--- config.mk ---
export PLATFORM = sky130hd
export DESIGN_NAME = fl_netcope_remover_flat
export DESIGN_NICKNAME = d
export VERILOG_FILES = /design/src/rtl/fl_netcope_remover_if.sv /design/src/rtl/fl_netcope_remover.sv /design/src/flat_wrapper.sv
export SDC_FILE = /design/constraint.sdc
export NUM_CORES = 1
export LEC_CHECK = 0
export ABC_AREA = 1
export BUFFER_PORTS_ARGS = -buffer_cell sky130_fd_sc_hd__buf_2
export CAP_MARGIN = 40
export CORE_MARGIN = 2
export CORE_UTILIZATION = 50
export CTS_CLUSTER_DIAMETER = 200
export DETAILED_ROUTE_END_ITERATION = 10
export PLACE_DENSITY = 0.8
export SETUP_SLACK_MARGIN = 0.05
export SYNTH_ARGS = -nofsm -noshare
export SYNTH_HDL_FRONTEND = slang
export SYNTH_SLANG_ARGS = --single-unit
export TNS_END_PERCENT = 50
--- constraint.sdc ---
create_clock -name clk -period 1.9 [get_ports clk]
set_input_delay 0.475 -clock clk [delete_from_list [all_inputs] [get_ports clk]]
set_output_delay 0.475 -clock clk [all_outputs]
set_load 0.05 [all_outputs]
--- src/rtl/fl_netcope_remover_if.sv ---
// FrameLink bus bundle: data, byte remainder, active-low framing and handshake.
// The master drives the word; the slave drives dst_rdy_n back.
interface fl_netcope_remover_if #(
    parameter int unsigned DATA_WIDTH = 64
);
    localparam int unsigned REM_WIDTH = (DATA_WIDTH > 8) ? $clog2(DATA_WIDTH / 8) : 1;

    logic [DATA_WIDTH-1:0] data;
    logic [REM_WIDTH-1:0]  rem;
    logic                  sof_n;
    logic                  sop_n;
    logic                  eop_n;
    logic                  eof_n;
    logic                  src_rdy_n;
    logic                  dst_rdy_n;

    modport master (
        output data, rem, sof_n, sop_n, eop_n, eof_n, src_rdy_n,
        input  dst_rdy_n
    );

    modport slave (
        input  data, rem, sof_n, sop_n, eop_n, eof_n, src_rdy_n,
        output dst_rdy_n
    );
endinterface

--- src/rtl/fl_netcope_remover.sv ---
// Strips the leading NetCOPE header part from FrameLink frames and forwards the payload
// as a new frame; captures the first header word and keeps wrap-around statistics.
module fl_netcope_remover #(
    parameter int unsigned DATA_WIDTH = 64,
    parameter int unsigned CNT_WIDTH  = 32
) (
    input  logic                  clk,
    input  logic                  reset,
    fl_netcope_remover_if.slave   rx,
    fl_netcope_remover_if.master  tx,
    output logic [DATA_WIDTH-1:0] hdr_data,
    output logic                  hdr_vld,
    output logic [CNT_WIDTH-1:0]  cnt_frames,
    output logic [CNT_WIDTH-1:0]  cnt_hdr_only,
    output logic [CNT_WIDTH-1:0]  cnt_orphan
);
    localparam logic [1:0] StIdle     = 2'd0;
    localparam logic [1:0] StHdr      = 2'd1;
    localparam logic [1:0] StPayFirst = 2'd2;
    localparam logic [1:0] StPay      = 2'd3;

    logic [1:0]            state_q, state_d;
    logic [DATA_WIDTH-1:0] hdr_data_q;
    logic                  hdr_vld_q;
    logic [CNT_WIDTH-1:0]  cnt_frames_q, cnt_hdr_only_q, cnt_orphan_q;

    logic rx_dst_rdy_n;
    logic tx_src_rdy_n, tx_sof_n, tx_sop_n, tx_eop_n, tx_eof_n;
    logic rx_xfer;
    logic cap_hdr, inc_frames, inc_hdr_only, inc_orphan;

    // Header states swallow words unconditionally; payload states are a zero-latency wire.
    always_comb begin
        rx_dst_rdy_n = 1'b1;
        tx_src_rdy_n = 1'b1;
        tx_sof_n     = 1'b1;
        tx_sop_n     = 1'b1;
        tx_eop_n     = 1'b1;
        tx_eof_n     = 1'b1;
        if (!reset) begin
            case (state_q)
                StIdle, StHdr: rx_dst_rdy_n = 1'b0;
                StPayFirst, StPay: begin
                    rx_dst_rdy_n = tx.dst_rdy_n;
                    tx_src_rdy_n = rx.src_rdy_n;
                    tx_sof_n     = (state_q != StPayFirst);
                    tx_sop_n     = rx.sop_n;
                    tx_eop_n     = rx.eop_n;
                    tx_eof_n     = rx.eof_n;
                end
                default: ;
            endcase
        end
    end

    assign rx.dst_rdy_n = rx_dst_rdy_n;
    assign tx.data      = rx.data;
    assign tx.rem       = rx.rem;
    assign tx.src_rdy_n = tx_src_rdy_n;
    assign tx.sof_n     = tx_sof_n;
    assign tx.sop_n     = tx_sop_n;
    assign tx.eop_n     = tx_eop_n;
    assign tx.eof_n     = tx_eof_n;

    assign rx_xfer = !rx.src_rdy_n && !rx_dst_rdy_n;

    always_comb begin
        state_d      = state_q;
        cap_hdr      = 1'b0;
        inc_frames   = 1'b0;
        inc_hdr_only = 1'b0;
        inc_orphan   = 1'b0;
        if (rx_xfer) begin
            case (state_q)
                StIdle: begin
                    if (!rx.sof_n) begin
                        cap_hdr = 1'b1;
                        if (!rx.eof_n) begin
                            inc_hdr_only = 1'b1;
                        end else if (!rx.eop_n) begin
                            state_d = StPayFirst;
                        end else begin
                            state_d = StHdr;
                        end
                    end else begin
                        inc_orphan = 1'b1;
                    end
                end
                StHdr: begin
                    if (!rx.eof_n) begin
                        inc_hdr_only = 1'b1;
                        state_d      = StIdle;
                    end else if (!rx.eop_n) begin
                        state_d = StPayFirst;
                    end
                end
                StPayFirst, StPay: begin
                    if (!rx.eof_n) begin
                        inc_frames = 1'b1;
                        state_d    = StIdle;
                    end else begin
                        state_d = StPay;
                    end
                end
                default: state_d = StIdle;
            endcase
        end
    end

    always_ff @(posedge clk) begin
        if (reset) begin
            state_q        <= StIdle;
            hdr_data_q     <= '0;
            hdr_vld_q      <= 1'b0;
            cnt_frames_q   <= '0;
            cnt_hdr_only_q <= '0;
            cnt_orphan_q   <= '0;
        end else begin
            state_q   <= state_d;
            hdr_vld_q <= cap_hdr;
            if (cap_hdr) begin
                hdr_data_q <= rx.data;
            end
            if (inc_frames) begin
                cnt_frames_q <= cnt_frames_q + CNT_WIDTH'(1);
            end
            if (inc_hdr_only) begin
                cnt_hdr_only_q <= cnt_hdr_only_q + CNT_WIDTH'(1);
            end
            if (inc_orphan) begin
                cnt_orphan_q <= cnt_orphan_q + CNT_WIDTH'(1);
            end
        end
    end

    assign hdr_data     = hdr_data_q;
    assign hdr_vld      = hdr_vld_q;
    assign cnt_frames   = cnt_frames_q;
    assign cnt_hdr_only = cnt_hdr_only_q;
    assign cnt_orphan   = cnt_orphan_q;
endmodule

--- src/flat_wrapper.sv ---
// flat-port wrapper written by rule: the top's interface ports become plain ports
module fl_netcope_remover_flat 
#(
    parameter int unsigned DATA_WIDTH = 64,
    parameter int unsigned CNT_WIDTH  = 32
)
  (clk, reset, hdr_data, hdr_vld, cnt_frames, cnt_hdr_only, cnt_orphan, rx_data, rx_rem, rx_sof_n, rx_sop_n, rx_eop_n, rx_eof_n, rx_src_rdy_n, rx_dst_rdy_n, tx_data, tx_rem, tx_sof_n, tx_sop_n, tx_eop_n, tx_eof_n, tx_src_rdy_n, tx_dst_rdy_n);
  fl_netcope_remover_if #(.DATA_WIDTH(DATA_WIDTH)) rx_i ();
  fl_netcope_remover_if #(.DATA_WIDTH(DATA_WIDTH)) tx_i ();
  input  logic clk;
  input  logic reset;
  output logic [DATA_WIDTH-1:0] hdr_data;
  output logic hdr_vld;
  output logic [CNT_WIDTH-1:0] cnt_frames;
  output logic [CNT_WIDTH-1:0] cnt_hdr_only;
  output logic [CNT_WIDTH-1:0] cnt_orphan;
  input wire logic [$bits(rx_i.data)-1:0] rx_data;
  input wire logic [$bits(rx_i.rem)-1:0] rx_rem;
  input wire logic [$bits(rx_i.sof_n)-1:0] rx_sof_n;
  input wire logic [$bits(rx_i.sop_n)-1:0] rx_sop_n;
  input wire logic [$bits(rx_i.eop_n)-1:0] rx_eop_n;
  input wire logic [$bits(rx_i.eof_n)-1:0] rx_eof_n;
  input wire logic [$bits(rx_i.src_rdy_n)-1:0] rx_src_rdy_n;
  output wire logic [$bits(rx_i.dst_rdy_n)-1:0] rx_dst_rdy_n;
  output wire logic [$bits(tx_i.data)-1:0] tx_data;
  output wire logic [$bits(tx_i.rem)-1:0] tx_rem;
  output wire logic [$bits(tx_i.sof_n)-1:0] tx_sof_n;
  output wire logic [$bits(tx_i.sop_n)-1:0] tx_sop_n;
  output wire logic [$bits(tx_i.eop_n)-1:0] tx_eop_n;
  output wire logic [$bits(tx_i.eof_n)-1:0] tx_eof_n;
  output wire logic [$bits(tx_i.src_rdy_n)-1:0] tx_src_rdy_n;
  input wire logic [$bits(tx_i.dst_rdy_n)-1:0] tx_dst_rdy_n;
  assign rx_i.data = rx_data;
  assign rx_i.rem = rx_rem;
  assign rx_i.sof_n = rx_sof_n;
  assign rx_i.sop_n = rx_sop_n;
  assign rx_i.eop_n = rx_eop_n;
  assign rx_i.eof_n = rx_eof_n;
  assign rx_i.src_rdy_n = rx_src_rdy_n;
  assign rx_dst_rdy_n = rx_i.dst_rdy_n;
  assign tx_data = tx_i.data;
  assign tx_rem = tx_i.rem;
  assign tx_sof_n = tx_i.sof_n;
  assign tx_sop_n = tx_i.sop_n;
  assign tx_eop_n = tx_i.eop_n;
  assign tx_eof_n = tx_i.eof_n;
  assign tx_src_rdy_n = tx_i.src_rdy_n;
  assign tx_i.dst_rdy_n = tx_dst_rdy_n;
  fl_netcope_remover #(.DATA_WIDTH(DATA_WIDTH), .CNT_WIDTH(CNT_WIDTH)) u_core (.clk(clk), .reset(reset), .rx(rx_i), .tx(tx_i), .hdr_data(hdr_data), .hdr_vld(hdr_vld), .cnt_frames(cnt_frames), .cnt_hdr_only(cnt_hdr_only), .cnt_orphan(cnt_orphan));
endmodule
==> summary.txt, run 1 <==
GRT
  – Initial antenna violation count: 2
  – First-pass GRT wire length: slightly below 40,000 um
  – Vias in the first global route: 7,881
  – GRT Total Usage: 0.275
  – Overflow after GRT: 0
  – Largest net degree at the start of global routing: 87

Timing
  – Max Fclk: ~540 MHz
  – Headroom to the max-slew limit: 0.426
  – Worst-Margin Slew: about 0.86 ns
  – Fin. Hold Viols: 0
  – Worst Skew: between 0.01 and 0.015 ns
  – Final setup violation count: 0
  – RSZ-0062 raised after global routing: true
  – Final worst slack: approximately 0.063 ns
  – Post-route minimum period: around 1.8 ns
  – Final period util: 0.967
  – Final Max Tran Viols: 0

Routing
  – Post-route DRC violation count: 0
  – Post-route ant nets: 0
  – Drt first pass iters: 5
  – Vias/cell: around 5
  – DR vias: between 8,000 and 9,000
  – Routed WL: approximately 24,000 um
  – Routed WL per cell: between 10 and 15 um
  – Initial drt markers: 423

Power
  – Maximum VDD drop: 638 uV
  – Power share of the clock group: 0.424
  – Sw Pwr: roughly 0.0024 W
  – Comb pwr share: 0.139
  – Switching Fraction: 0.293
  – Sequential power share: 0.437
  – Leakage: about 4.9 nW
  – Int Pwr: 0.00573 W
  – PwrDens: between 800 and 900 nW/um^2

Synth
  – Syn Std Cell Area: 8150 um^2
  – Post-synth top area cell: dfxtp_1
  – Most common cell in the synthesized netlist: nor2_1
  – EDFF count, synth: 0
  – Post-synth top flop: dfxtp_1
  – Synth top cells by count: nor2_1, nand2_1, dfxtp_1
  – Mean Syn Cell Area: approximately 6.7 um^2
  – Top post-synthesis cells by area: dfxtp_1, nor2_1, nand2_1
  – Syn_nets: between 1,000 and 1,500
  – Post-Synthesis Cells: around 1,200
  – Yosys warns: 0
  – FFs w/ async S/R, synth: 0
  – Unique masters post-synth: 33
  – Yosys reg bits: about 160
  – Sequential cell area fraction in the yosys report: 0.401
  – Top-area cell type share of the netlist area: 0.401

Run status
  – Status: finished clean

Final layout
  – Nets: 1,530
  – Area Growth Syn to Fin: 23.6%
  – Final core occ: 0.634
  – Layout cell share with drive strength beyond 1: 0.274

Clocking
  – Clock transition at path regs: around 0.070 ns
  – CTS Sinks: roughly 160
  – TritonCTS clock tree: built
  – Clock Latency Late Sink: approximately 0.43 ns
  – Clock buffer depth: 2
  – CTS root buffer: clkbuf_16
  – CTS H-tree depth: 4
  – # hold bufs at CTS: 0
  – CTS Buf Count: 17

Floorplan
  – Die Height: roughly 130 um
  – IO Pins: ~310
  – Die Wd: 132 um
  – Initial Utilization: 0.513
  – Die area: about 17,000 um^2
  – Site Rows: 46
  – Core area: 15,900 um^2

Worst setup path
  – Max incr delay on CP: 0.36 ns
  – Critical path's slowest cell: dfxtp_2
  – Peak fanout along the critical path: 4
  – Family with the most delay on the worst path: flip-flops
  – Required time worst endpoint: between 1 and 1.5 ns
  – Cell Chain, Critical Path: inv_4 -> nor2_4 -> inv_2 -> or2_4 -> buf_8
  – Crit Path Category: reg2out
  – CP Buf/Inv Count: 3
  – Arr. time, crit path: approximately 1.4 ns
  – Crit start category: flop
  – Critical path endpoint category: output port

Hold path
  – Hold Crit Class: in2reg

Flow run
  – MaxCap Viol Count: 0

Placement
  – Setup WS pre-CTS: -0.0104 ns
  – IO buf count: about 300
  – Post-DP HPWL: between 15,000 and 20,000 um
  – Placer Congestion: about 0.94
-- logic make-up after synthesis --
family          count (synthesis)  synth area share
compound gates                137            0.0856
xor+xnor                       17            0.0183
fa+ha+maj                       3           0.00461
buf+inv                       211             0.138
flops                         163             0.401
simple gates                  681             0.353
-- final timing paths --
check	start	endpoint	slack [ns]	cells after the start
hold / removal	rx_data[47]	u_core.hdr_data[47]	0.28	3
setup / recovery	u_core.state_q[1]	tx_sop_n	0.06	5
setup reg to reg	u_core.cnt_frames[14]	u_core.cnt_frames[24]	0.18	8
hold reg to reg	u_core.cnt_hdr_only[0]	u_core.cnt_hdr_only[0]	0.47	1
-- per-layer routing --
metal,global-route usage,vias to the layer above,share of wire
met4,0.130,0,0.036
met3,0.0691,54,0.066
met5,0,-,0
met2,0.461,306,0.48
li1,-,4227,-
met1,0.328,3911,0.42
-- worst register-to-register path: stages, from the launching register on --
cell,delay [ns]
dfxtp_1,0.40
nand2_1,0.11
nor2_1,0.23
inv_1,0.10
nor3_1,0.38
nand2_1,0.17
nor2_1,0.14
nor2_1,0.05
nor2_1,0.09
-- cell type report --
cell class                 instances  area, um^2
clock inverter                    12         131
fill                            1507        5820
tap                              216         270
multi-input combinational        838        3770
sequential                       163        3270
clock buffer                      20         447
antenna                            2        5.00
timing repair buffer             326        1770
inverter                         106         402
-- metrics by stage --
stage / std cells / hold slack, ns / area [um^2] / power, W / setup TNS, ns
floorplan: 1212 / 0.488 / 8150 / 0.00452 / 0
global placement: 1646 / 0.451 / 9410 / 0.00472 / 0
detailed placement: 1646 / 0.457 / 9410 / 0.00473 / -0.0107
CTS: 1679 / 0.269 / 10000 / 0.00814 / 0
global route: 1683 / 0.286 / 10100 / 0.00835 / 0
finish: 1683 / 0.276 / 10100 / 0.00810 / 0
-- cell usage in the layout (no fill, tap or decap), types with 3 or more instances in the layout --
cell type	synthesis	routed
buf_4	71	21
nor3_1	13	13
dfxtp_2	0	3
nand2_2	4	5
nand3b_1	3	3
clkinv_4	0	3
o21ai_1	28	28
nor2_2	14	13
nor2_4	7	9
nand2_1	235	234
clkbuf_16	0	17
clkinv_2	0	5
o21ai_0	58	58
nand4_1	22	22
nor2_1	307	306
nand3_1	69	69
xor2_1	6	6
xnor2_1	11	11
a21oi_1	45	45
dfxtp_1	163	160
inv_1	97	96
inv_2	9	8
buf_2	6	297
ha_1	3	3
buf_12	0	4
-- timing repair --
| item | CTS | global route |
|---|---|---|
| pin swaps | 0 | 1 |
| buffers inserted | 1 | 2 |
| setup endpoints to repair | 5 | 11 |
| gates resized for setup | 10 | 8 |
| cloned | 0 | 0 |
-- power by group through the flow --
stage	clock [W]	combinational (W)	sequential, W
2_1_floorplan	0	0.000619	0.00390
3_3_place_gp	0	0.00111	0.00362
3_5_place_dp	0	0.00112	0.00361
4_1_cts	0.00347	0.00113	0.00354
5_1_grt	0.00361	0.00119	0.00355
6_report	0.00344	0.00112	0.00354
-- sequential cells by signal (all words and copies together) (netlist names) --
register             flops
u_core.hdr_vld           1
u_core.state_q           2
u_core.cnt_frames       32
u_core.cnt_orphan       32
u_core.cnt_hdr_only     32
u_core.hdr_data         64
Note: power is estimated with default switching activity, not from simulation.
==> inputs of run 2 (changes only) <==
clock period = 2 ns   (was 1.9 ns; I/O delays follow)
==> run 2 against run 1 <==
  * Clock skew is 0.0019 ns lower
  * Cell area decreased by 0.92%
  * Non-clock buffer count down 10
  * Power is 4.1% lower
==> summary.txt, run 2 (synthesis gave the netlist of run 1 again) <==
Hold path
  – Hold depth: 3 (unchanged)
  – Hold path endpoint: u_core.hdr_data[29]
  – Hold Crit Class: in2reg
  – Hold path start: rx_data[29]

GRT
  – First-pass GRT wire length: 38,600 um (-0.62%)
  – Overflow after GRT: 0 (unchanged)
  – GRT Total Usage: 0.275 (+0.000838)
  – Largest net degree at the start of global routing: 81 (-6.9%)
  – Initial antenna violation count: 1 (-1)
  – Vias in the first global route: 7,497 (-4.9%)

Clocking
  – CTS Buf Count: 17 (unchanged)
  – CTS Sinks: 163 (unchanged)
  – Clock transition at path regs: 0.07 ns (about the same)
  – Clock buffer depth: 2 (unchanged)
  – Clock Latency Late Sink: 0.43 ns (about the same)
  – # hold bufs at CTS: 0 (unchanged)
  – CTS H-tree depth: 4 (unchanged)
  – CTS root buffer: clkbuf_16
  – TritonCTS clock tree: built

Final layout
  – Area Growth Syn to Fin: 22.4%
  – Largest register FFs: 64 (unchanged)
  – Final core occ: 0.628 (-0.00583)
  – Reg area: 3270 um^2 (about the same)
  – Nets: 1,520 (-0.65%)
  – Most frequent cells in the layout: nor2_1, buf_2, nand2_1, dfxtp_1, inv_1
  – Area of the multi-input gates: 3770 um^2 (-0.13%)
  – Layout cell share with drive strength beyond 1: 0.270 (-0.00362)
  – Commonest non-fill, non-tap cell in the layout: nor2_1
  – Filler cell count: 1,512 (+0.33%)

Worst setup path
  – Crit Path Category: reg2out
  – R2R Setup Slk: 0.20 ns (+0.02 ns)
  – Arr. time, crit path: 1.41 ns (+0.05 ns)
  – Reg2reg end: u_core.cnt_hdr_only[31]
  – Required time worst endpoint: 1.50 ns (+0.08 ns)
  – Reg2Reg Depth: 10 (+2)
  – Critical path endpoint category: output port
  – R2R Path Start: u_core.state_q[1]
  – Peak fanout along the critical path: 5 (+1)
  – Crit start category: flop

Timing
  – Final setup violation count: 0 (unchanged)
  – Final period util: 0.955
  – Worst-Margin Slew: 0.787 ns (-0.0747 ns)
  – Post-route minimum period: approximately 1.9 ns
  – Fin. Hold Viols: 0 (unchanged)
  – Final Max Tran Viols: 0 (unchanged)
  – RSZ-0062 raised after global routing: false
  – Worst Skew: 0.0113 ns (-0.00191 ns)
  – Headroom to the max-slew limit: 0.476 (+0.0498)
  – Setup TNS: 0 ns (unchanged)
  – Max Fclk: around 520 MHz

Routing
  – Post-route ant nets: 0 (unchanged)
  – Post-route DRC violation count: 0 (unchanged)
  – Vias/cell: 5.03 (-0.35%)
  – Drt first pass iters: 5 (unchanged)
  – Routed WL per cell: 14.5 um (+1.3%)
  – Initial drt markers: 529 (+25%)
  – Routed WL: 24,300 um (+0.64%)
  – DR vias: 8,413 (-1.0%)

Power
  – PwrDens: 779 nW/um^2 (-3.2%)
  – Maximum VDD drop: 578 uV (-9.4%)
  – Leakage: 4.82 nW (-1.2%)

Placement
  – IO buf count: 302 (unchanged)
  – Post-DP HPWL: 18,000 um (-0.97%)
  – Placer Congestion: 0.912 (-2.5%)

Floorplan
  – Site Rows: 46 (unchanged)
  – IO Pins: 309 (unchanged)
  – Core area: 15,900 um^2 (unchanged)
  – Die area: 17,300 um^2 (unchanged)
  – Initial Utilization: 0.513 (unchanged)
  – Die Height: 132 um (unchanged)
  – Die Wd: 132 um (unchanged)

Run status
  – Status: finished clean

Flow run
  – MaxCap Viol Count: 0 (unchanged)
run 2: worst max path at each step:
stage / from / to / depth (start not counted)
5_1_grt: u_core.state_q[1] / tx_sof_n / 5
4_1_cts: u_core.state_q[1] / tx_sop_n / 5
6_report: u_core.state_q[1] / tx_sof_n / 5
3_3_place_gp: rx_src_rdy_n / u_core.cnt_hdr_only[31] / 9
3_5_place_dp: rx_src_rdy_n / u_core.cnt_hdr_only[23] / 9
2_1_floorplan: reset / rx_dst_rdy_n / 5
run 2: layout make-up:
type                            count  share of cell area
Multi-Input combinational cell    838               0.378
Sequential cell                   163               0.328
Timing Repair Buffer              316               0.167
Clock buffer                       17              0.0427
Inverter                          106              0.0403
Tap cell                          216              0.0271
Clock inverter                     15              0.0171
Antenna cell                        1            0.000251
run 2: per-stage QoR:
| step | hold slack (ns) | setup slack [ns] | power [W] | instances | cell area [um^2] |
|---|---|---|---|---|---|
| floorplan | 0.488 | 0.0745 | 0.00429 | 1212 | 8150 |
| global placement | 0.453 | 0.118 | 0.00449 | 1637 | 9330 |
| detailed placement | 0.456 | 0.0774 | 0.00449 | 1637 | 9330 |
| CTS | 0.294 | 0.0592 | 0.00781 | 1669 | 9950 |
| global route | 0.301 | 0.0512 | 0.00802 | 1672 | 9970 |
| finish | 0.305 | 0.0903 | 0.00777 | 1672 | 9970 |
run 2: metal layers:
| metal | GRT usage | part of all wire | vias to the layer above |
|---|---|---|---|
| met3 | 0.0610 | 0.070 | 41 |
| met5 | 0 | 0 | - |
| met4 | 0.109 | 0.031 | 0 |
| li1 | - | - | 4219 |
| met2 | 0.454 | 0.47 | 310 |
| met1 | 0.351 | 0.42 | 3843 |
run 2: timing repair:
| action | CTS | global route |
|---|---|---|
| setup buffers | 0 | 2 |
| gates resized for setup | 9 | 1 |
| hold endpoints to repair | 0 | 0 |
| setup endpoints to repair | 4 | 3 |
| pin swaps | 0 | 0 |
run 2: power breakdown:
group | switching [W] | internal (W)
sequential | 0.0000418 | 0.00332
clock | 0.00147 | 0.00188
combinational | 0.000831 | 0.000230
total | 0.00234 | 0.00543
run 2: critical path, stage by stage, from the launching register on:
cell     delay [ns]
dfxtp_4        0.35
inv_4          0.09
nor2_4         0.04
buf_4          0.15
nand2_1        0.09
buf_2          0.27
==> inputs of run 3 (changes only) <==
ABC_AREA = 0   (was 1)
CORE_UTILIZATION = 49   (was 50)
==> run 3 against run 2 <==
  * Sequential cell count unchanged
  * Wire length decreased by 2.3%
  * Synthesized cell count decreased by 24%
  * Clock skew decreased by 0.00063 ns
  * Clock-buffer cell count increased by 1
  * Critical path type is now reg2reg
  * Largest power group unchanged
==> summary.txt, run 3 <==
Routing
  – Routed WL per cell: 17.1 um (+18%)
  – Post-route ant nets: 0 (unchanged)
  – Routed WL: 23,700 um (-2.3%)
  – Vias/cell: 5.62 (+12%)
  – DR vias: 7,798 (-7.3%)
  – Initial drt markers: 486 (-8.1%)
  – Drt first pass iters: 5 (unchanged)
  – Post-route DRC violation count: 0 (unchanged)

Placement
  – Area post-placement: 9190 um^2 (-1.5%)
  – IO buf count: 302 (unchanged)
  – Placer Congestion: 0.838 (-8.1%)
  – Post-DP HPWL: 16,900 um (-5.7%)
  – Setup WS pre-CTS: -0.229 ns (-0.306 ns)

Timing
  – Final period util: 0.975 (+0.0201)
  – Final Max Tran Viols: 0 (unchanged)
  – Worst-Margin Slew: 0.818 ns (+0.0316 ns)
  – Max Fclk: 513 MHz (-2.1%)
  – Post-route minimum period: 1.95 ns (+0.0403 ns)
  – Fin. Hold Viols: 0 (unchanged)
  – Final setup violation count: 0 (unchanged)
  – Worst Skew: 0.0107 ns (-0.000625 ns)
  – Headroom to the max-slew limit: 0.455 (-0.0210)
  – Final worst slack: 0.0500 ns (-0.0403 ns)
  – RSZ-0062 raised after global routing: true

Flow run
  – MaxCap Viol Count: 0 (unchanged)

Worst setup path
  – Peak fanout along the critical path: 6 (+1)
  – Crit start category: flop
  – Crit Path Category: reg2reg
  – Max incr delay on CP: 0.51 ns (+0.16 ns)
  – Cell Chain, Critical Path: or3_4 -> or4_4 -> or4_4 -> a21oi_2
  – Arr. time, crit path: 2.29 ns (+0.88 ns)
  – Crit path top cell by count: or4_4
  – Critical path's slowest cell: or4_4
  – Required time worst endpoint: 2.34 ns (+0.84 ns)
  – Family with the most delay on the worst path: simple AND/OR/NAND/NOR gates
  – CP Buf/Inv Count: 0 (-3)
  – Critical path endpoint category: flop

GRT
  – First-pass GRT wire length: 36,100 um (-6.5%)
  – Largest net degree at the start of global routing: 76 (-6.2%)
  – Vias in the first global route: 6,978 (-6.9%)
  – Overflow after GRT: 0 (unchanged)
  – Initial antenna violation count: 1 (unchanged)
  – GRT Total Usage: 0.276 (about the same)

Clocking
  – Clock buffer depth: 2 (unchanged)
  – TritonCTS clock tree: built
  – Clock Latency Late Sink: 0.42 ns (about the same)
  – CTS root buffer: clkbuf_16
  – CTS H-tree depth: 4 (unchanged)
  – CTS Sinks: 163 (unchanged)
  – # hold bufs at CTS: 0 (unchanged)
  – Clock transition at path regs: 0.07 ns (about the same)
  – CTS Buf Count: 17 (unchanged)

Floorplan
  – Initial Utilization: 0.500 (-0.0132)
  – Die Height: 128 um (-2.7%)
  – Die area: 16,400 um^2 (-5.4%)
  – Site Rows: 45 (-2.2%)
  – Core area: 15,100 um^2 (-5.0%)
  – IO Pins: 309 (unchanged)
  – Die Wd: 128 um (-2.7%)

Synth
  – Mean Syn Cell Area: 8.19 um^2 (+22%)
  – Top post-synthesis cells by area: dfxtp_1, a21oi_1, nand2_1
  – Most common cell in the synthesized netlist: dfxtp_1
  – FFs w/ async S/R, synth: 0 (unchanged)
  – Synth top cells by count: dfxtp_1, nand2_1, a21oi_1
  – Top-area cell type share of the netlist area: 0.433 (+0.0322)
  – Yosys reg bits: 163 (unchanged)
  – Syn_nets: 999 (-23%)
  – EDFF count, synth: 0 (unchanged)
  – Post-synth top flop: dfxtp_1
  – Yosys warns: 0 (unchanged)
  – Sequential cell area fraction in the yosys report: 0.433 (+0.0322)
  – Unique masters post-synth: 40 (+21%)
  – Syn Std Cell Area: 7540 um^2 (-7.5%)
  – Post-synth top area cell: dfxtp_1
  – Post-Synthesis Cells: 921 (-24%)

Hold path
  – Hold Crit Class: in2reg

Power
  – Power share of the clock group: 0.434 (+0.003)
  – Leakage: 4.23 nW (-12%)
  – Comb pwr share: 0.124 (-0.013)
  – Maximum VDD drop: 626 uV (+8.2%)
  – Sw Pwr: 0.00216 W (-7.7%)
  – Int Pwr: 0.00530 W (-2.4%)
  – Switching Fraction: 0.290 (-0.0116)
  – Sequential power share: 0.442 (+0.009)
  – PwrDens: 743 nW/um^2 (-4.6%)

Final layout
  – Final Cell Area: 10,000 um^2 (+0.64%)
  – Filler cell count: 1,245 (-18%)
  – Nets: 1,265 (-17%)
  – Area of the multi-input gates: 3630 um^2 (-3.6%)
  – Reg area: 3370 um^2 (+3.2%)
  – Commonest non-fill, non-tap cell in the layout: buf_2
  – Antenna diode count: 0 (-1)
  – Largest register FFs: 64 (unchanged)
  – Layout cell share with drive strength beyond 1: 0.410 (+0.140)
  – Area Growth Syn to Fin: 33.1%
  – Most frequent cells in the layout: buf_2, nand2_1, a21oi_1, dfxtp_1, buf_4

Run status
  – Status: finished clean
run 3: worst paths after layout:
kind | startpoint | to | slack (ns) | depth (start not counted)
worst max-delay path | u_core.state_q[1] | u_core.cnt_orphan[17] | 0.05 | 4
worst min register to register | u_core.hdr_data[11] | u_core.hdr_data[11] | 0.45 | 2
worst max register to register | u_core.state_q[1] | u_core.cnt_orphan[17] | 0.05 | 4
worst min-delay path | rx_data[5] | u_core.hdr_data[5] | 0.32 | 3
run 3: stage by stage:
step	utilization	cells	setup TNS [ns]	power, W	hold slack, ns
finish	0.665	1388	0	0.00746	0.321
global route	0.665	1388	-0.0547	0.00769	0.317
CTS	0.657	1384	0	0.00750	0.310
detailed placement	0.609	1349	-11.85	0.00426	0.444
global placement	0.609	1349	-7.89	0.00426	0.438
floorplan	-	921	-0.0205	0.00406	0.539
run 3: area by class of cell:
cell class	count	share of cell area
tap	188	0.0234
clock buffer	18	0.0438
clock inverter	14	0.0143
multi-input combinational	627	0.362
sequential	163	0.336
timing repair buffer	367	0.216
inverter	11	0.00436
run 3: timing repair:
item | in CTS | in global routing
endpoints found under the setup margin | 14 | 42
pin swaps | 0 | 2
endpoints found under the hold margin | 0 | 0
setup buffers | 1 | 2
gates cloned | 2 | 2
resized for setup | 19 | 23
run 3: cell families after synthesis:
kind of cell / count (synthesis) / share of synthesized area
AOI/OAI and AO/OA: 201 / 0.147
xor gates and xnor gates: 24 / 0.0279
adders and majority gates: 3 / 0.00498
buffers and inverters: 132 / 0.100
DFF: 163 / 0.433
muxes: 5 / 0.00730
and+or+nand+nor: 393 / 0.280
run 3: routing by layer:
metal | vias up | global-route usage | part of all wire
li1 | 3791 | - | -
met1 | 3690 | 0.333 | 0.40
met2 | 278 | 0.468 | 0.50
met3 | 39 | 0.0743 | 0.071
met4 | 0 | 0.108 | 0.027
met5 | - | 0 | 0
run 3: worst reg2reg max path, stage by stage, from the launching register on:
cell,delay [ns]
dfxtp_2,0.34
or3_4,0.41
or4_4,0.48
or4_4,0.51
a21oi_2,0.14
run 3: power groups by stage:
stage	registers, W	logic (W)	clock network, W
after floorplan	0.00353	0.000534	0
after global placement	0.00337	0.000887	0
after detailed placement	0.00337	0.000890	0
after CTS	0.00330	0.000922	0.00328
after global routing	0.00330	0.000971	0.00342
final	0.00330	0.000929	0.00323
